<file path="src/rtl/seq_booth_mult.sv">
// -----------------------------------------------------------------------------
// seq_booth_mult
//   Sequential radix-2 Booth multiplier. Multiplies two WIDTH-bit operands,
//   which are either both signed or both unsigned, chosen per transaction.
//   The block retires one Booth step per clock and produces a 2*WIDTH-bit
//   product.
//
//   Operands are widened by one bit before the multiply: sign-extended in
//   signed mode, zero-extended in unsigned mode. This lets a single signed
//   Booth datapath serve both modes.
//
// Ports
//   clk          rising-edge clock
//   rst          synchronous, active-high reset
//   in_valid     operands and mode are valid
//   in_ready     block can accept operands (high only in IDLE)
//   a            multiplicand, WIDTH bits
//   b            multiplier, WIDTH bits
//   signed_mode  1: a and b are two's complement; 0: unsigned
//   out_valid    product valid; held until taken
//   out_ready    consumer accepts the product
//   p            product, 2*WIDTH bits; keeps its last value after hand-off
//   dbg_state    current FSM state (0 IDLE, 1 CALC, 2 DONE)
//
// Handshake semantics (both sides)
//   A transfer happens on a rising edge where valid && ready are both high.
//   A source that raises valid keeps it, and its data, stable until that
//   edge. Ready never depends combinationally on valid. Input operands are
//   captured only in IDLE, so in_valid while busy is ignored, not queued.
//   out_ready while out_valid is low has no effect.
//
// Timing
//   out_valid rises WIDTH+1 cycles after the accepting edge. The delay is
//   fixed and does not depend on the data. With out_ready tied high, the
//   block accepts one new operand pair every WIDTH+3 cycles.
// -----------------------------------------------------------------------------
module seq_booth_mult #(
  parameter int WIDTH = 8
) (
  input  logic               clk,
  input  logic               rst,
  input  logic               in_valid,
  output logic               in_ready,
  input  logic [WIDTH-1:0]   a,
  input  logic [WIDTH-1:0]   b,
  input  logic               signed_mode,
  output logic               out_valid,
  input  logic               out_ready,
  output logic [2*WIDTH-1:0] p,
  output logic [1:0]         dbg_state
);

  // Widened operand size.
  localparam int W1    = WIDTH + 1;
  // Iteration counter width. It is derived from WIDTH and is not meant to be
  // overridden.
  localparam int CNT_W = $clog2(WIDTH + 2);
  // The counter value seen during the final (W1-th) Booth step.
  localparam logic [CNT_W-1:0] LAST_STEP = CNT_W'(WIDTH);

  typedef enum logic [1:0] {
    IDLE = 2'd0,
    CALC = 2'd1,
    DONE = 2'd2
  } state_t;

  state_t state_q;
  state_t state_d;

  // Booth datapath registers.
  // The accumulator is one bit wider than the widened operands. With that
  // extra bit, A +/- M cannot overflow, even for
  // most-negative x most-negative.
  logic [W1-1:0]    m_q;      // multiplicand, widened
  logic [W1-1:0]    q_q;      // multiplier, shifted out LSB-first
  logic [W1:0]      acc_q;    // partial-product accumulator (A)
  logic             q_1_q;    // Booth look-behind bit
  logic [CNT_W-1:0] cnt_q;    // completed Booth steps
  logic [2*WIDTH-1:0] p_q;

  // Values produced by one Booth step.
  logic [W1:0]        m_sext;
  logic [W1:0]        sum;
  logic [W1:0]        acc_next;
  logic [W1-1:0]      q_next;
  logic               q_1_next;
  logic [2*WIDTH-1:0] prod_next;

  logic [W1-1:0] a_ext;
  logic [W1-1:0] b_ext;

  // ---------------------------------------------------------------------------
  // FSM: state register
  // ---------------------------------------------------------------------------
  always_ff @(posedge clk) begin
    if (rst) begin
      state_q <= IDLE;
    end else begin
      state_q <= state_d;
    end
  end

  // ---------------------------------------------------------------------------
  // FSM: next-state logic
  // ---------------------------------------------------------------------------
  always_comb begin
    state_d = state_q;
    case (state_q)
      IDLE: begin
        if (in_valid) begin
          state_d = CALC;
        end
      end
      CALC: begin
        if (cnt_q == LAST_STEP) begin
          state_d = DONE;
        end
      end
      DONE: begin
        // No new operands are accepted on the hand-off edge. IDLE is
        // reached first, and only then can in_ready rise.
        if (out_ready) begin
          state_d = IDLE;
        end
      end
      default: state_d = IDLE;
    endcase
  end

  // ---------------------------------------------------------------------------
  // FSM: outputs, decoded from the state alone
  // ---------------------------------------------------------------------------
  always_comb begin
    in_ready  = (state_q == IDLE);
    out_valid = (state_q == DONE);
    dbg_state = state_q;
  end

  // ---------------------------------------------------------------------------
  // Operand widening.
  // Signed mode copies the sign bit into the new top bit. Unsigned mode
  // fills it with 0. Either way the widened values are non-overflowing
  // W1-bit two's-complement numbers.
  // ---------------------------------------------------------------------------
  always_comb begin
    a_ext = signed_mode ? {a[WIDTH-1], a} : {1'b0, a};
    b_ext = signed_mode ? {b[WIDTH-1], b} : {1'b0, b};
  end

  // ---------------------------------------------------------------------------
  // One radix-2 Booth step.
  // The pair {Q[0], q_1} selects the action:
  //   01 -> add M
  //   10 -> subtract M
  //   00 or 11 -> no change
  // {A, Q, q_1} is then shifted right arithmetically by one bit.
  // ---------------------------------------------------------------------------
  always_comb begin
    m_sext = {m_q[W1-1], m_q};
    case ({q_q[0], q_1_q})
      2'b01:   sum = acc_q + m_sext;
      2'b10:   sum = acc_q - m_sext;
      default: sum = acc_q;
    endcase
    acc_next = {sum[W1], sum[W1:1]};
    q_next   = {sum[0], q_q[W1-1:1]};
    q_1_next = q_q[0];
    // The low 2*WIDTH bits of the shifted {A, Q}. After the final step this
    // is the full product.
    prod_next = {acc_next[WIDTH-2:0], q_next};
  end

  // ---------------------------------------------------------------------------
  // Datapath registers
  // ---------------------------------------------------------------------------
  always_ff @(posedge clk) begin
    if (rst) begin
      m_q   <= '0;
      q_q   <= '0;
      acc_q <= '0;
      q_1_q <= 1'b0;
      cnt_q <= '0;
      p_q   <= '0;
    end else begin
      case (state_q)
        IDLE: begin
          if (in_valid) begin
            // The mode is used only here. The widened operands carry the
            // mode forward, so input changes after this edge are ignored.
            m_q   <= a_ext;
            q_q   <= b_ext;
            acc_q <= '0;
            q_1_q <= 1'b0;
            cnt_q <= '0;
          end
        end
        CALC: begin
          acc_q <= acc_next;
          q_q   <= q_next;
          q_1_q <= q_1_next;
          cnt_q <= cnt_q + 1'b1;
          if (cnt_q == LAST_STEP) begin
            p_q <= prod_next;
          end
        end
        default: begin
          // In DONE, p holds stable through any amount of backpressure.
        end
      endcase
    end
  end

  assign p = p_q;

endmodule

</file>
<file path="config.mk">
export PLATFORM = sky130hd
export DESIGN_NAME = seq_booth_mult
export DESIGN_NICKNAME = d
export VERILOG_FILES = /design/src/rtl/seq_booth_mult.sv
export SDC_FILE = /design/constraint.sdc
export NUM_CORES = 1
export LEC_CHECK = 0
export ABC_CLOCK_PERIOD_IN_PS = 2700
export BUFFER_PORTS_ARGS = -buffer_cell sky130_fd_sc_hd__buf_2
export CORE_ASPECT_RATIO = 0.5
export CORE_MARGIN = 5
export CORE_UTILIZATION = 51
export CTS_CLUSTER_SIZE = 8
export DETAILED_ROUTE_END_ITERATION = 16
export PLACE_DENSITY_LB_ADDON = 0.15
export SLEW_MARGIN = 20
export SYNTH_ARGS = -nofsm -noshare
export SYNTH_HDL_FRONTEND = slang
export SYNTH_SLANG_ARGS = --single-unit
</file>
<file path="constraint.sdc">
create_clock -name clk -period 2.7 [get_ports clk]
set_clock_uncertainty 0.2 [all_clocks]
set_input_delay 0.135 -clock clk [delete_from_list [all_inputs] [get_ports clk]]
set_output_delay 0.135 -clock clk [all_outputs]
set_load 0.05 [all_outputs]
</file>
**Word level (Yosys, flattened, before mapping)**

Index checks and enable logic that the tools add are counted.

- Register bits after elaboration: 51
- Input port bits: 21
- Output and inout bits: 20

- $add $sub $neg: 3
- Eq/ne operators: 8
- Mux-type cells: 15
- Reduce and logical (&&, ||, !) cells: 6

Operator list:

| operator | count |
|---|---|
| 10-bit case mux with 2 select lines | 2 |
| 9-bit 2-to-1 mux | 3 |
| 9-bit case mux with 2 select lines | 1 |
| 10-bit adder | 1 |
| 10-bit 2-to-1 mux | 1 |
| 10-bit subtractor | 1 |
| 4-bit case mux with 2 select lines | 1 |
| 2-bit 2-to-1 mux | 3 |
| 2-bit case mux with 3 select lines | 1 |
| 2-bit AND reduction | 3 |
| 4-bit by 1-bit adder with 4-bit output (second input constant) | 1 |
| 2-bit by 1-bit equality test with 1-bit output (second input constant) | 2 |
| 2-bit equality test (second input constant) | 2 |
| 4-bit equality test (second input constant) | 1 |
| 4-bit 2-to-1 mux | 1 |
| 2-bit != test (second input constant) | 2 |
| 3-bit AND reduction | 1 |
| 2-bit logical NOT | 1 |
| 2-bit by 1-bit != test with 1-bit output (second input constant) | 1 |
| 1-bit case mux with 2 select lines | 1 |
| 2-bit nonzero test | 1 |
| 1-bit 2-to-1 mux | 1 |

**Longest topological paths before layout**

- Depth in word-level cells: 3
- Depth in mapped cells: 12

**Least setup slack after synthesis**

Ideal clock, no wire load.

- Kind: register -> register
- Start point: register q_q[0]
- End point: register acc_q[6]
- Setup time: 0.074 ns
- Arrival time: 2.610 ns
- Path slack: -0.184 ns
- Stages on the path, launching flop included: 12
- Period minus slack after synthesis: 2.884 ns
- Cells stage by stage: dfxtp_1 ha_1 clkbuf_1 mux2_2 inv_1 ha_1 nor2b_2 o2111ai_1 a31o_1 a21oi_1 or4_1 a31oi_1

- Longest elaborated chain between the ends: 3
- Elaborated cells on any way between the ends: 4
- Those cells by class: 2 x eq/ne; 2 x mux

RTL lines:

| item | line | RTL |
|---|---|---|
| start, declared | 75 | `logic [W1-1:0] q_q;` |
| start signal, assigned | 191 | `q_q <= b_ext;` |
| start signal, assigned | 199 | `q_q <= q_next;` |
| 2-bit equality test or 2-bit by 1-bit equality test with 1-bit output (tied branches) | 160 | `case ({q_q[0], q_1_q})` |
| 10-bit case mux with 2 select lines (*) | 160 |  |
| 10-bit case mux with 2 select lines (*) | 185 | `case (state_q)` |
| end signal, assigned | 198 | `acc_q <= acc_next;` |
| end, declared | 76 | `logic [W1:0] acc_q;` |

Mark *: on every way between the ends. The rest lies on a longest branch, timed or not.
A chain may end at the register's enable or synchronous reset.

**Worst setup path after layout**

- Start point: register m_q[0]
- End point: register acc_q[6]

- Longest elaborated chain between the ends: 3
- Elaborated cells on any way between the ends: 4
- Those cells by class: 2 x add/sub; 2 x mux

RTL lines:

| item | line | RTL |
|---|---|---|
| start, declared | 74 | `logic [W1-1:0] m_q;` |
| start signal, assigned | 190 | `m_q <= a_ext;` |
| 10-bit subtractor or 10-bit adder (tied branches) | 162, 161 |  |
| 10-bit case mux with 2 select lines (*) | 160 |  |
| 10-bit case mux with 2 select lines (*) | 185 |  |

Marked as above.

==> reports/summary.txt <==
Finished Core Util = 0.703
Final setup vio count = 1
GRT overflow = 0
Status = complete, but fails checks
Synth Area in Adders = 0.0713
CP max FO = 3
F_max = 0.361 GHz
Most common cell after layout, fill and taps aside = nand2_1
Final worst-path cycle share = 1.03
Max Cap Viol = 0
I/O pin count = 41
Clock Sinks = 50
Share of the synthesized area in the top cell type = 0.390
Fillers = 430
Detailed Route Iter0 Violations = 130
Post-layout min period = 2770 ps
CTS Buffer Depth = 2
Floorplan row count = 18
Antenna violations before repair = 0
Setup TNS = -73.5 ps
DRC = 0
CTS tree = built
Antenna viol nets, final = 0
Sequential-to-total area share from yosys stat = 0.390
Post-Syn Area per Cell = 7.75 um^2
Post-synth EDFFs = 0
Clk root buf = clkbuf_8
First-pass GRT wire length = 11400 um
Number of diodes = 0
Clock latency on the worst-skew pair = 310 ps
Yosys top cell by area = dfxtp_1
GP Congestion = 1.01
Hold Startpoint = rst
Place WS = -70.4 ps
Wirelength, routed = 7130 um
Post-synthesis cell count = 331
Mapped Area = 0.00256 mm^2
Final worst slack = -73.5 ps
Leakage dissipation = 1.36 nW
Compound-cell area share of the yosys netlist = 0.201
Reg2reg setup slack = -70 ps
DRT Pass-1 Iters = 5
Violated checks = setup timing
Post-Synth XOR/XNOR Area = 0.0410
Post-synthesis mux area share = 0.0166
Setup CP Type = reg2reg
Final-report hold violation count = 0
CTS clock-pin slew for the worst setup and hold paths = 100 ps
PortBufs = 40
Share of cells above drive strength 1 = 0.278
GRT Total Usage = 0.220
Initial Util = 0.525
DIE WIDTH = 110 um
Worst r2r src = m_q[0]
Vias = 2603
Area grow syn2layout = 34.1%
Slew headroom = 0.394
Largest family of logic cells by synthesized area = simple AND/OR/NAND/NOR gates
H-tree Lvls = 2
Vias in the first global route = 2434
Clock buffer count from CTS = 5
Synth unique cells = 44
Primary FF master, synth = dfxtp_1
Most frequent cells in the layout = nand2_1, a21oi_1, dfxtp_1
DP HPWL = 4550 um
Nets = 437
Vias per cell = 5.50
Final Max Tran Viols = 0
Critical path launch point type = flop
Ranking of synthesized cells by area = dfxtp_1, nand2_1, a21oi_1
Die area = 0.00663 mm^2
FF+latch count, synth = 50
Largest net degree at the start of global routing = 52
RSZ-0062 raised after global routing = true
Slew at the pin with the worst max-slew slack = 910 ps
CP endpoint kind = flop
Async SR Flop Fraction = 0
Worst hold path type = in2reg
Core area = 0.00489 mm^2
Chip Height = 60.1 um
Worst Path Required = 2730 ps
WP data arrival = 2800 ps
Power per cell area = 541 mW/mm^2
CP startpoint = m_q[0]
Syn_nets = 366
DR WL/cell = 15.1 um
Simple-Gate Fraction of Synth Area = 0.233
Synth warnings = 0
Worst vdd ir = 0.281 mV
## timing repair
action	CTS	global route
gates resized for setup	30	14
buffers inserted	3	3
hold endpoints to repair	19	0
endpoints found under the setup margin	3	9
gates cloned	0	0
hold buffers	19	0
pin swaps	19	19
## synth_stat cells, drive strengths merged, types with 2 or more instances
cell     n
nand2   72
a21oi   50
dfxtp   50
nor2    22
clkbuf  18
nand3   14
ha      13
inv     13
a22oi    9
xnor2    8
nor3     6
a311oi   4
a31oi    4
nor2b    4
xor2     4
and3     3
nand2b   3
o21a     3
o21ai    3
a21o     2
mux2     2
mux2i    2
nor3b    2
o31ai    2
or3      2
## cells by family after synthesis
kind of cell,count (synthesis)
and+or+nand+nor,134
AOI/OAI and AO/OA,85
DFF,50
buffers and inverters,32
muxes,4
adders and majority gates,14
xor gates and xnor gates,12
## power breakdown
group | switching, mW | internal (mW) | total (mW)
registers | 0.0289 | 0.765 | 0.794
clock network | 0.268 | 0.212 | 0.480
logic | 0.308 | 0.276 | 0.584
## flip-flops by register name, indices dropped and copies added (netlist names)
name       flops
acc_q          9
dbg_state      2
m_q            9
q_q            9
p             16
q_1_q          1
cnt_q          4
## metrics by stage
step,total power [mW],cell area (um^2),hold WS (ps),std cells
floorplan,1.12,2580,71.0,331
global placement,1.24,2930,178,440
detailed placement,1.25,2930,185,440
CTS,1.81,3340,235,470
global route,1.96,3440,283,473
finish,1.86,3440,252,473
## metal layers
metal	vias up	GRT usage	share of wire
li1	1282	-	-
met1	1212	0.295	0.44
met2	100	0.373	0.46
met3	9	0.0464	0.081
met4	0	0.0404	0.010
met5	-	0	0
## final cells by class
class,instances,area [um^2],share of cell area
Clock buffer,6,82.6,0.0240
Clock inverter,2,17.5,0.00510
Inverter,13,51.3,0.0149
Multi-Input combinational cell,249,1610,0.469
Sequential cell,50,1010,0.293
Tap cell,70,87.6,0.0255
Timing Repair Buffer,83,578,0.168
## final timing paths
check             endpoint  depth (start not counted)
setup reg to reg  acc_q[6]                         11
hold / removal    cnt_q[3]                          2
hold reg to reg       p[0]                          2
setup / recovery  acc_q[6]                         11
## critical path: stages, from the launching register on
cell	delay [ps]
dfxtp_2	350
inv_2	50
ha_4	220
mux2_4	300
inv_4	70
ha_4	120
nor2b_4	170
o2111ai_4	130
a31o_1	260
and3_4	170
or4_1	470
a31oi_1	190
Power figures use the tool's default switching activity.
